$ cat src/rtl/mem_arb_pkg.sv
// Shared types for the memory-port arbiter: FSM state encoding and the
// selection-mode constants.
package mem_arb_pkg;

   typedef enum logic [1:0] {
      IDLE  = 2'd0,
      READ  = 2'd1,
      WRITE = 2'd2
   } arb_state_t;

   localparam int RR_MODE_FIXED = 0;
   localparam int RR_MODE_ROUND = 1;

endpackage

$ cat src/rtl/mem_port_arbiter_rr_select.sv
// Combinational winner pick: first pending client at or after a base index,
// wrapping; the base is rr_ptr in round-robin mode and 0 in fixed-priority mode.
module rr_select #(
   parameter int N_REQ = 2,
   parameter int ID_W  = (N_REQ > 1) ? $clog2(N_REQ) : 1
) (
   input  logic [N_REQ-1:0] pending,
   input  logic [ID_W-1:0]  rr_ptr,
   input  logic             rr_mode,
   output logic [ID_W-1:0]  winner,
   output logic             valid
);

   logic [ID_W-1:0] base;
   int              idx;

   assign base  = rr_mode ? rr_ptr : '0;
   assign valid = |pending;

   // Scan offsets from farthest to nearest so the nearest pending client is kept.
   always_comb begin
      winner = '0;
      idx    = 0;
      for (int off = N_REQ - 1; off >= 0; off--) begin
         idx = int'(base) + off;
         if (idx >= N_REQ) idx = idx - N_REQ;
         if (pending[idx]) winner = ID_W'(idx);
      end
   end

endmodule

$ cat src/rtl/mem_port_arbiter.sv
// Shares one AXI memory port among N_REQ cache controllers with ownership
// tracking, owner-only completion routing and a hung-transaction watchdog.
module mem_port_arbiter
   import mem_arb_pkg::*;
#(
   parameter int N_REQ   = 2,
   parameter int RR_MODE = 1,
   parameter int TIMEOUT = 1024,
   parameter int ID_W    = (N_REQ > 1) ? $clog2(N_REQ) : 1
) (
   input  logic             clk,
   input  logic             arstn,
   input  logic [N_REQ-1:0] i_rd_req,
   input  logic [N_REQ-1:0] i_wr_req,
   input  logic             i_read_last_axi,
   input  logic             i_b_resp_axi,
   output logic             o_start_read_axi,
   output logic             o_start_write_axi,
   output logic [N_REQ-1:0] o_r_last,
   output logic [N_REQ-1:0] o_b_resp,
   output logic [ID_W-1:0]  o_owner,
   output logic             o_busy,
   output logic             o_timeout
);

   localparam int CNT_W = (TIMEOUT > 1) ? $clog2(TIMEOUT + 1) : 1;

   arb_state_t       state_reg, state_next;
   logic [ID_W-1:0]  owner_reg, owner_next;
   logic [ID_W-1:0]  rr_ptr_reg, rr_ptr_next;
   logic [CNT_W-1:0] wd_cnt_reg, wd_cnt_next, wd_cnt_inc;
   logic             timeout_reg, timeout_next;
   logic [ID_W-1:0]  sel_winner, ptr_inc;
   logic             sel_valid, wd_hit;

   rr_select #(.N_REQ(N_REQ), .ID_W(ID_W)) u_rr_select (
      .pending (i_rd_req | i_wr_req),
      .rr_ptr  (rr_ptr_reg),
      .rr_mode (RR_MODE != RR_MODE_FIXED),
      .winner  (sel_winner),
      .valid   (sel_valid)
   );

   assign ptr_inc    = (int'(sel_winner) >= N_REQ - 1) ? '0 : sel_winner + 1'b1;
   // Counter saturates at TIMEOUT; the hit fires on the TIMEOUT-th busy cycle.
   assign wd_cnt_inc = (int'(wd_cnt_reg) < TIMEOUT) ? wd_cnt_reg + 1'b1 : wd_cnt_reg;
   assign wd_hit     = (TIMEOUT != 0) && (int'(wd_cnt_reg) >= TIMEOUT - 1);

   always_ff @(posedge clk or negedge arstn) begin
      if (!arstn) begin
         state_reg   <= IDLE;
         owner_reg   <= '0;
         rr_ptr_reg  <= '0;
         wd_cnt_reg  <= '0;
         timeout_reg <= 1'b0;
      end else begin
         state_reg   <= state_next;
         owner_reg   <= owner_next;
         rr_ptr_reg  <= rr_ptr_next;
         wd_cnt_reg  <= wd_cnt_next;
         timeout_reg <= timeout_next;
      end
   end

   always_comb begin
      state_next   = state_reg;
      owner_next   = owner_reg;
      rr_ptr_next  = rr_ptr_reg;
      timeout_next = timeout_reg;
      wd_cnt_next  = '0;
      case (state_reg)
         IDLE: begin
            if (sel_valid) begin
               owner_next  = sel_winner;
               rr_ptr_next = (RR_MODE != RR_MODE_FIXED) ? ptr_inc : '0;
               // Dirty block goes out before the refill for the same client.
               state_next  = i_wr_req[sel_winner] ? WRITE : READ;
            end
         end
         READ: begin
            wd_cnt_next = wd_cnt_inc;
            if (i_read_last_axi) begin
               state_next = IDLE;
            end else if (wd_hit) begin
               state_next   = IDLE;
               timeout_next = 1'b1;
            end
         end
         WRITE: begin
            wd_cnt_next = wd_cnt_inc;
            if (i_b_resp_axi) begin
               state_next = IDLE;
            end else if (wd_hit) begin
               state_next   = IDLE;
               timeout_next = 1'b1;
            end
         end
         default: state_next = IDLE;
      endcase
   end

   for (genvar gi = 0; gi < N_REQ; gi++) begin : g_route
      assign o_r_last[gi] = (state_reg == READ)  && (owner_reg == ID_W'(gi)) && i_read_last_axi;
      assign o_b_resp[gi] = (state_reg == WRITE) && (owner_reg == ID_W'(gi)) && i_b_resp_axi;
   end

   assign o_start_read_axi  = (state_reg == READ);
   assign o_start_write_axi = (state_reg == WRITE);
   assign o_busy            = (state_reg != IDLE);
   assign o_owner           = owner_reg;
   assign o_timeout         = timeout_reg;

endmodule

$ cat config.mk
export PLATFORM = sky130hd
export DESIGN_NAME = mem_port_arbiter
export DESIGN_NICKNAME = d
export VERILOG_FILES = /design/src/rtl/mem_arb_pkg.sv /design/src/rtl/mem_port_arbiter_rr_select.sv /design/src/rtl/mem_port_arbiter.sv
export SDC_FILE = /design/constraint.sdc
export NUM_CORES = 1
export LEC_CHECK = 0
export CAP_MARGIN = 40
export CORE_MARGIN = 10
export CORE_UTILIZATION = 54
export CTS_CLUSTER_DIAMETER = 40
export DETAILED_ROUTE_END_ITERATION = 8
export GPL_TIMING_DRIVEN = 0
export PLACE_DENSITY_LB_ADDON = 0.2
export SLEW_MARGIN = 40
export SYNTH_ARGS = -nofsm -noshare
export SYNTH_HDL_FRONTEND = slang
export SYNTH_HIERARCHICAL = 1
export SYNTH_SLANG_ARGS = --single-unit
$ cat constraint.sdc
create_clock -name clk -period 2.5 [get_ports clk]
set_clock_uncertainty 0.15 [all_clocks]
set_input_delay 0.5 -clock clk [delete_from_list [all_inputs] [get_ports clk]]
set_output_delay 0.5 -clock clk [all_outputs]
set_load 0.01 [all_outputs]
==> results of run 1 <==
[where the power goes]
part / switching [mW] / internal (mW)
logic: 0.195 / 0.195
registers: 0.0477 / 0.303
clock network: 0.0803 / 0.0887
total: 0.323 / 0.586
[placed cells by master, fill, tap and decap left out, types with 3 or more instances in the layout]
cell / n
and2_1: 9
clkbuf_4: 3
clkdlybuf4s50_1: 14
dfrtp_1: 16
ha_1: 3
inv_1: 4
nand2_1: 8
nand3_1: 3
nor2_1: 3
nor2b_1: 3
nor3_1: 3
xnor2_1: 7
[per-stage QoR]
| step | total power [mW] | utilization |
|---|---|---|
| 2_1_floorplan | 0.575 | - |
| 3_3_place_gp | 0.721 | 0.709 |
| 3_5_place_dp | 0.733 | 0.709 |
| 4_1_cts | 0.906 | 0.733 |
| 5_1_grt | 0.981 | 0.744 |
| 6_report | 0.909 | 0.744 |
[cells by family (layout without fill, tap and decap cells)]
kind of cell / after synthesis / after routing / synth area share
AND/OR/NAND/NOR: 42 / 42 / 0.269
flip-flops: 16 / 16 / 0.432
XOR/XNOR: 9 / 9 / 0.0851
adder cells (fa/ha/maj): 5 / 5 / 0.0676
other: 1 / 1 / 0.00405
AO/OA/AOI/OAI: 10 / 10 / 0.0797
buffers and inverters: 7 / 28 / 0.0284
multiplexers: 3 / 3 / 0.0338
[Yosys cell counts, drive strengths merged (2+ instances only)]
cell type  instances
and3               2
dfrtp             16
xnor2              7
nand3              3
and2               9
or2                3
nand4              3
ha                 5
nand2              8
nor2b              3
mux2i              2
inv                5
nor2               3
xor2               2
clkbuf             2
nor3               3
[cell type report]
type,instances,area [um2]
plain buffers,2,7.51
clock buffers,4,36.3
repair buffers,17,173
fillers,105,399
multi-input cells,70,504
well taps,16,20.0
inverters,5,18.8
flip-flops and latches,16,400
[worst register-to-register path, stage by stage, from the launching register on]
cell and delay (ns):
dfrtp_1 0.42, ha_1 0.21, a21oi_1 0.06, nor4b_2 0.33
nor4_1 0.13, a211o_1 0.31
[timing repair]
| action | in CTS | in global routing |
|---|---|---|
| setup endpoints to repair | 0 | 4 |
| setup buffers | 0 | 1 |
| gates resized for setup | 0 | 5 |
[metal layers]
layer | vias up | routed length (um) | share of wire | global-route usage
met3 | 2 | 96 | 0.052 | 0.0432
met5 | - | 0 | 0 | 0
met1 | 348 | 855 | 0.46 | 0.138
met2 | 15 | 892 | 0.48 | 0.188
li1 | 361 | - | - | -
met4 | 0 | 13 | 0.0070 | 0.0255
[how the worst max path moves through the flow]
stage / to / from / cells after the start
final: o_b_resp[1] / state_reg[0] / 4
after global routing: o_r_last[1] / state_reg[1] / 4
after CTS: o_b_resp[0] / state_reg[0] / 5
after detailed placement: state_reg[1] / i_wr_req[0] / 6
after global placement: o_r_last[0] / i_read_last_axi / 4
after floorplan: state_reg[1] / i_wr_req[0] / 5
==> results.sh, run 1 <==
export IMPL_outcome="finished, final reports clean"
export IMPL_drive_above_1_share=0.114
export IMPL_vdd_drop_max_uv=496
export IMPL_final_cell_area_um2=1160
export IMPL_design_portCount=17
export IMPL_powerDensity_nw_per_um2=784
export IMPL_synth_edf_count=0
export IMPL_final_cell_count_no_fill=130
export IMPL_vias=726
export IMPL_max_freq_ghz=0.421
export IMPL_via_per_inst=5.58
export IMPL_first_pass_iters=4
export IMPL_die_w_um=61.4
export IMPL_cp_slowest_cell="clkdlybuf4s50_1"
export IMPL_grt_antenna_before_repair=0
export IMPL_cts_reportedPaths_clkPinSlew_ns=0.09
export IMPL_synth_nets=106
export IMPL_place_congestion=0.831
export IMPL_r2r_setup_slack_ns=0.78
export IMPL_worst_setup_path_end_kind="output pin"
export IMPL_path_buf_inv=2
export IMPL_nNetsFinal=128
export IMPL_overflow=0
export IMPL_max_slew_margin=0.537
export IMPL_finalSetupTns_ns=0
export IMPL_cts_tree="done"
export IMPL_synth_area_um2=926
export IMPL_synth_ff_type="dfrtp_1"
export IMPL_p_leak_nw=0.564
export IMPL_placed_cell_area_um2=1110
export IMPL_htreeDepth=1
export IMPL_hold_violations=0
export IMPL_hold_depth=1
export IMPL_grt_use_total=0.114
export IMPL_crit_family="buffers and inverters"
export IMPL_required_ns=1.85
export IMPL_critical_path_arrival_ns=1.72
export IMPL_portBuffers=16
export IMPL_synth_cells=93
export IMPL_async_flop_share=1.00
export IMPL_grt_pass1_wl_um=3280
export IMPL_drt_wl_total_um=1860
export IMPL_finalMaxSlewViolations=0
export IMPL_diodes=0
export IMPL_tightest_slew_ns=0.692
export IMPL_drt_iter0_markers=17
export IMPL_post_drt_wl_per_cell_um=14.3
export IMPL_worstReg2RegEnd="state_reg[1]"
export IMPL_grt_max_degree=17
export IMPL_ys_ff_latch=16
export IMPL_grt_setup_unrepaired="no"
export IMPL_cp_max_fo=5
export IMPL_clk_latency_ns=0.28
export IMPL_ys_warn_count=6
export IMPL_yosysTopAreaCell="dfrtp_1"
export IMPL_r2r_cells=5
export IMPL_synth_cell_type_count=35
export IMPL_clock_root_buffer="clkbuf_4"
export IMPL_place_hpwl_um=1480
export IMPL_drc=0
export IMPL_synth_top_cell_area_share=0.432
export IMPL_crit_chain="inv_2, ha_2, and3_1, clkdlybuf4s50_1"
export IMPL_post_place_ws_ns=0.0875
export IMPL_rows=14
export IMPL_period_share=0.949
export IMPL_timing_final_ws_setup_ns=0.127
export IMPL_die_area_um2=3770
export IMPL_holdCritStartpoint="o_timeout"
export IMPL_hold_ws_ns=0.332
export IMPL_die_h_um=61.4
export IMPL_cts_hold_buf=0
export IMPL_largest_register_ffs=11
export IMPL_maxCapViolations=0
export IMPL_slowest_delay_ns=0.53
export IMPL_min_period_ns=2.37
export IMPL_setup_viol=0
export IMPL_clockBufferDepth=2
export IMPL_yosysSeqAreaShare=0.432
export IMPL_netlist_top_cells_area="dfrtp_1, ha_1, xnor2_1"
export IMPL_antenna_left=0
export IMPL_hold_path_class="reg2reg"
export IMPL_grt_pass1_vias=729
export IMPL_coreArea_um2=1560
export IMPL_synth_avg_cell_area_um2=9.96
export IMPL_dp_cells=125
export IMPL_numCtsBuffers=3
export IMPL_areaGrowthSynthToFinish_pct=25.3
export IMPL_clock_sinks=16
export IMPL_critPathLaunchType="register"
export IMPL_reg2reg_from="wd_cnt_reg[0]"
export IMPL_initial_utilization=0.594
export IMPL_holdPathEnd="o_timeout"
export IMPL_critPathKind="reg2out"
(Power assumes the default switching activity.)
==> run 2, diff against run 1 <==
- CORE_MARGIN: 10 -> 2
==> results.sh, run 2 (synthesis gave the netlist of run 1 again) <==
export IMPL_clk_latency_ns=0.29
export IMPL_die_w_um=45.4
export IMPL_finalMaxSlewViolations=0
export IMPL_place_congestion=0.799
export IMPL_via_per_inst=5.55
export IMPL_min_period_ns=2.38
export IMPL_antenna_left=0
export IMPL_p_clk_frac=0.155
export IMPL_cts_tree="done"
export IMPL_required_ns=1.85
export IMPL_outcome="finished, final reports clean"
export IMPL_multiInputGateArea_um2=504
export IMPL_rows=14
export IMPL_hold_violations=0
export IMPL_first_pass_iters=4
export IMPL_p_comb_frac=0.432
export IMPL_final_cell_area_um2=1140
export IMPL_maxCapViolations=0
export IMPL_p_sw_frac=0.363
export IMPL_p_int_uw=546
export IMPL_largest_register_ffs=11
export IMPL_drive_above_1_share=0.0982
export IMPL_drc=0
export IMPL_clock_root_buffer="clkbuf_4"
export IMPL_cts_hold_buf=0
export IMPL_max_slew_margin=0.547
export IMPL_worst_setup_path_end_kind="output pin"
export IMPL_grt_pass1_vias=708
export IMPL_die_area_um2=2060
export IMPL_drt_wl_total_um=1630
export IMPL_diodes=0
export IMPL_period_share=0.951
export IMPL_die_h_um=45.4
export IMPL_design_portCount=17
export IMPL_overflow=0
export IMPL_numCtsBuffers=3
export IMPL_coreArea_um2=1560
export IMPL_cts_setup_buffers=0
export IMPL_htreeDepth=1
export IMPL_power_frac_seq=0.412
export IMPL_critPathLaunchType="register"
export IMPL_grt_antenna_before_repair=0
export IMPL_cts_resized_gates=0
export IMPL_ff_latch_area_um2=400
export IMPL_clock_sinks=16
export IMPL_powerDensity_nw_per_um2=753
export IMPL_cts_reportedPaths_clkPinSlew_ns=0.09
export IMPL_post_drt_wl_per_cell_um=12.8
export IMPL_total_power_uw=857
export IMPL_clockBufferDepth=2
export IMPL_critPathKind="reg2out"
export IMPL_finalSetupTns_ns=0
export IMPL_mostFrequentLayoutCell="dfrtp_1"
export IMPL_vdd_drop_max_uv=441
export IMPL_hold_path_class="reg2reg"
export IMPL_switching_power_uw=311
export IMPL_grt_pass1_wl_um=2900
export IMPL_critical_path_arrival_ns=1.73
export IMPL_final_cell_mix="dfrtp_1, clkdlybuf4s50_1, and2_1, nand2_1, xnor2_1"
export IMPL_place_hpwl_um=1290
export IMPL_max_freq_ghz=0.421
export IMPL_initial_utilization=0.594
export IMPL_drt_iter0_markers=16
export IMPL_r2r_setup_slack_ns=0.80
export IMPL_placed_cell_area_um2=1110
export IMPL_grt_use_total=0.197
export IMPL_portBuffers=16
export IMPL_areaGrowthSynthToFinish_pct=23.0
export IMPL_p_leak_nw=0.552
export IMPL_tightest_slew_ns=0.677
export IMPL_vias=710
export IMPL_cp_max_fo=5
export IMPL_nNetsFinal=127
export IMPL_grt_setup_unrepaired="no"
export IMPL_grt_max_degree=17
export IMPL_n_fill_cell=122
export IMPL_setup_viol=0
==> run 2: through the flow <==
step,hold slack (ns),std cells,util,setup WS [ns]
global placement,0.314,125,0.709,0.158
CTS,0.338,128,0.724,0.0471
finish,0.333,128,0.730,0.124
global route,0.381,128,0.730,0.0393
detailed placement,0.315,125,0.709,0.111
floorplan,0.0544,93,-,0.689
==> run 2: final cells by class <==
type,instances,area share
plain buffers,2,0.00659
clock buffers,3,0.0198
inverters,5,0.0165
multi-input cells,70,0.443
flip-flops and latches,16,0.352
well taps,16,0.0176
repair buffers,16,0.145
==> run 2: power by group through the flow <==
| stage | Sequential [mW] | Combinational (mW) | Clock [mW] |
|---|---|---|---|
| 5_1_grt | 0.359 | 0.416 | 0.148 |
| 4_1_cts | 0.350 | 0.374 | 0.137 |
| 3_5_place_dp | 0.356 | 0.369 | 0 |
| 3_3_place_gp | 0.353 | 0.363 | 0 |
| 6_report | 0.353 | 0.370 | 0.133 |
| 2_1_floorplan | 0.347 | 0.228 | 0 |
==> run 2: worst paths after layout <==
path,start,end,cells after the start
max,state_reg[1],o_r_last[1],4
min,o_timeout,o_timeout,1
max reg2reg,wd_cnt_reg[10],wd_cnt_reg[9],5
min reg2reg,o_timeout,o_timeout,1
max in group asynchronous,arstn,wd_cnt_reg[5],1
min in group asynchronous,arstn,o_timeout,1
==> run 2: metal layers <==
metal / share of wire / wire (um) / GRT usage
met2: 0.49 / 797 / 0.327
met3: 0.058 / 94 / 0.0794
met4: 0.0043 / 7 / 0.0412
met5: 0 / 0 / 0
met1: 0.45 / 734 / 0.241
==> run 2: worst max-delay path, cell delays in order, from the launching register on <==
cell and delay [ns]:
dfrtp_1 0.42, inv_1 0.12, ha_2 0.22, and3_1 0.15, clkdlybuf4s50_1 0.52
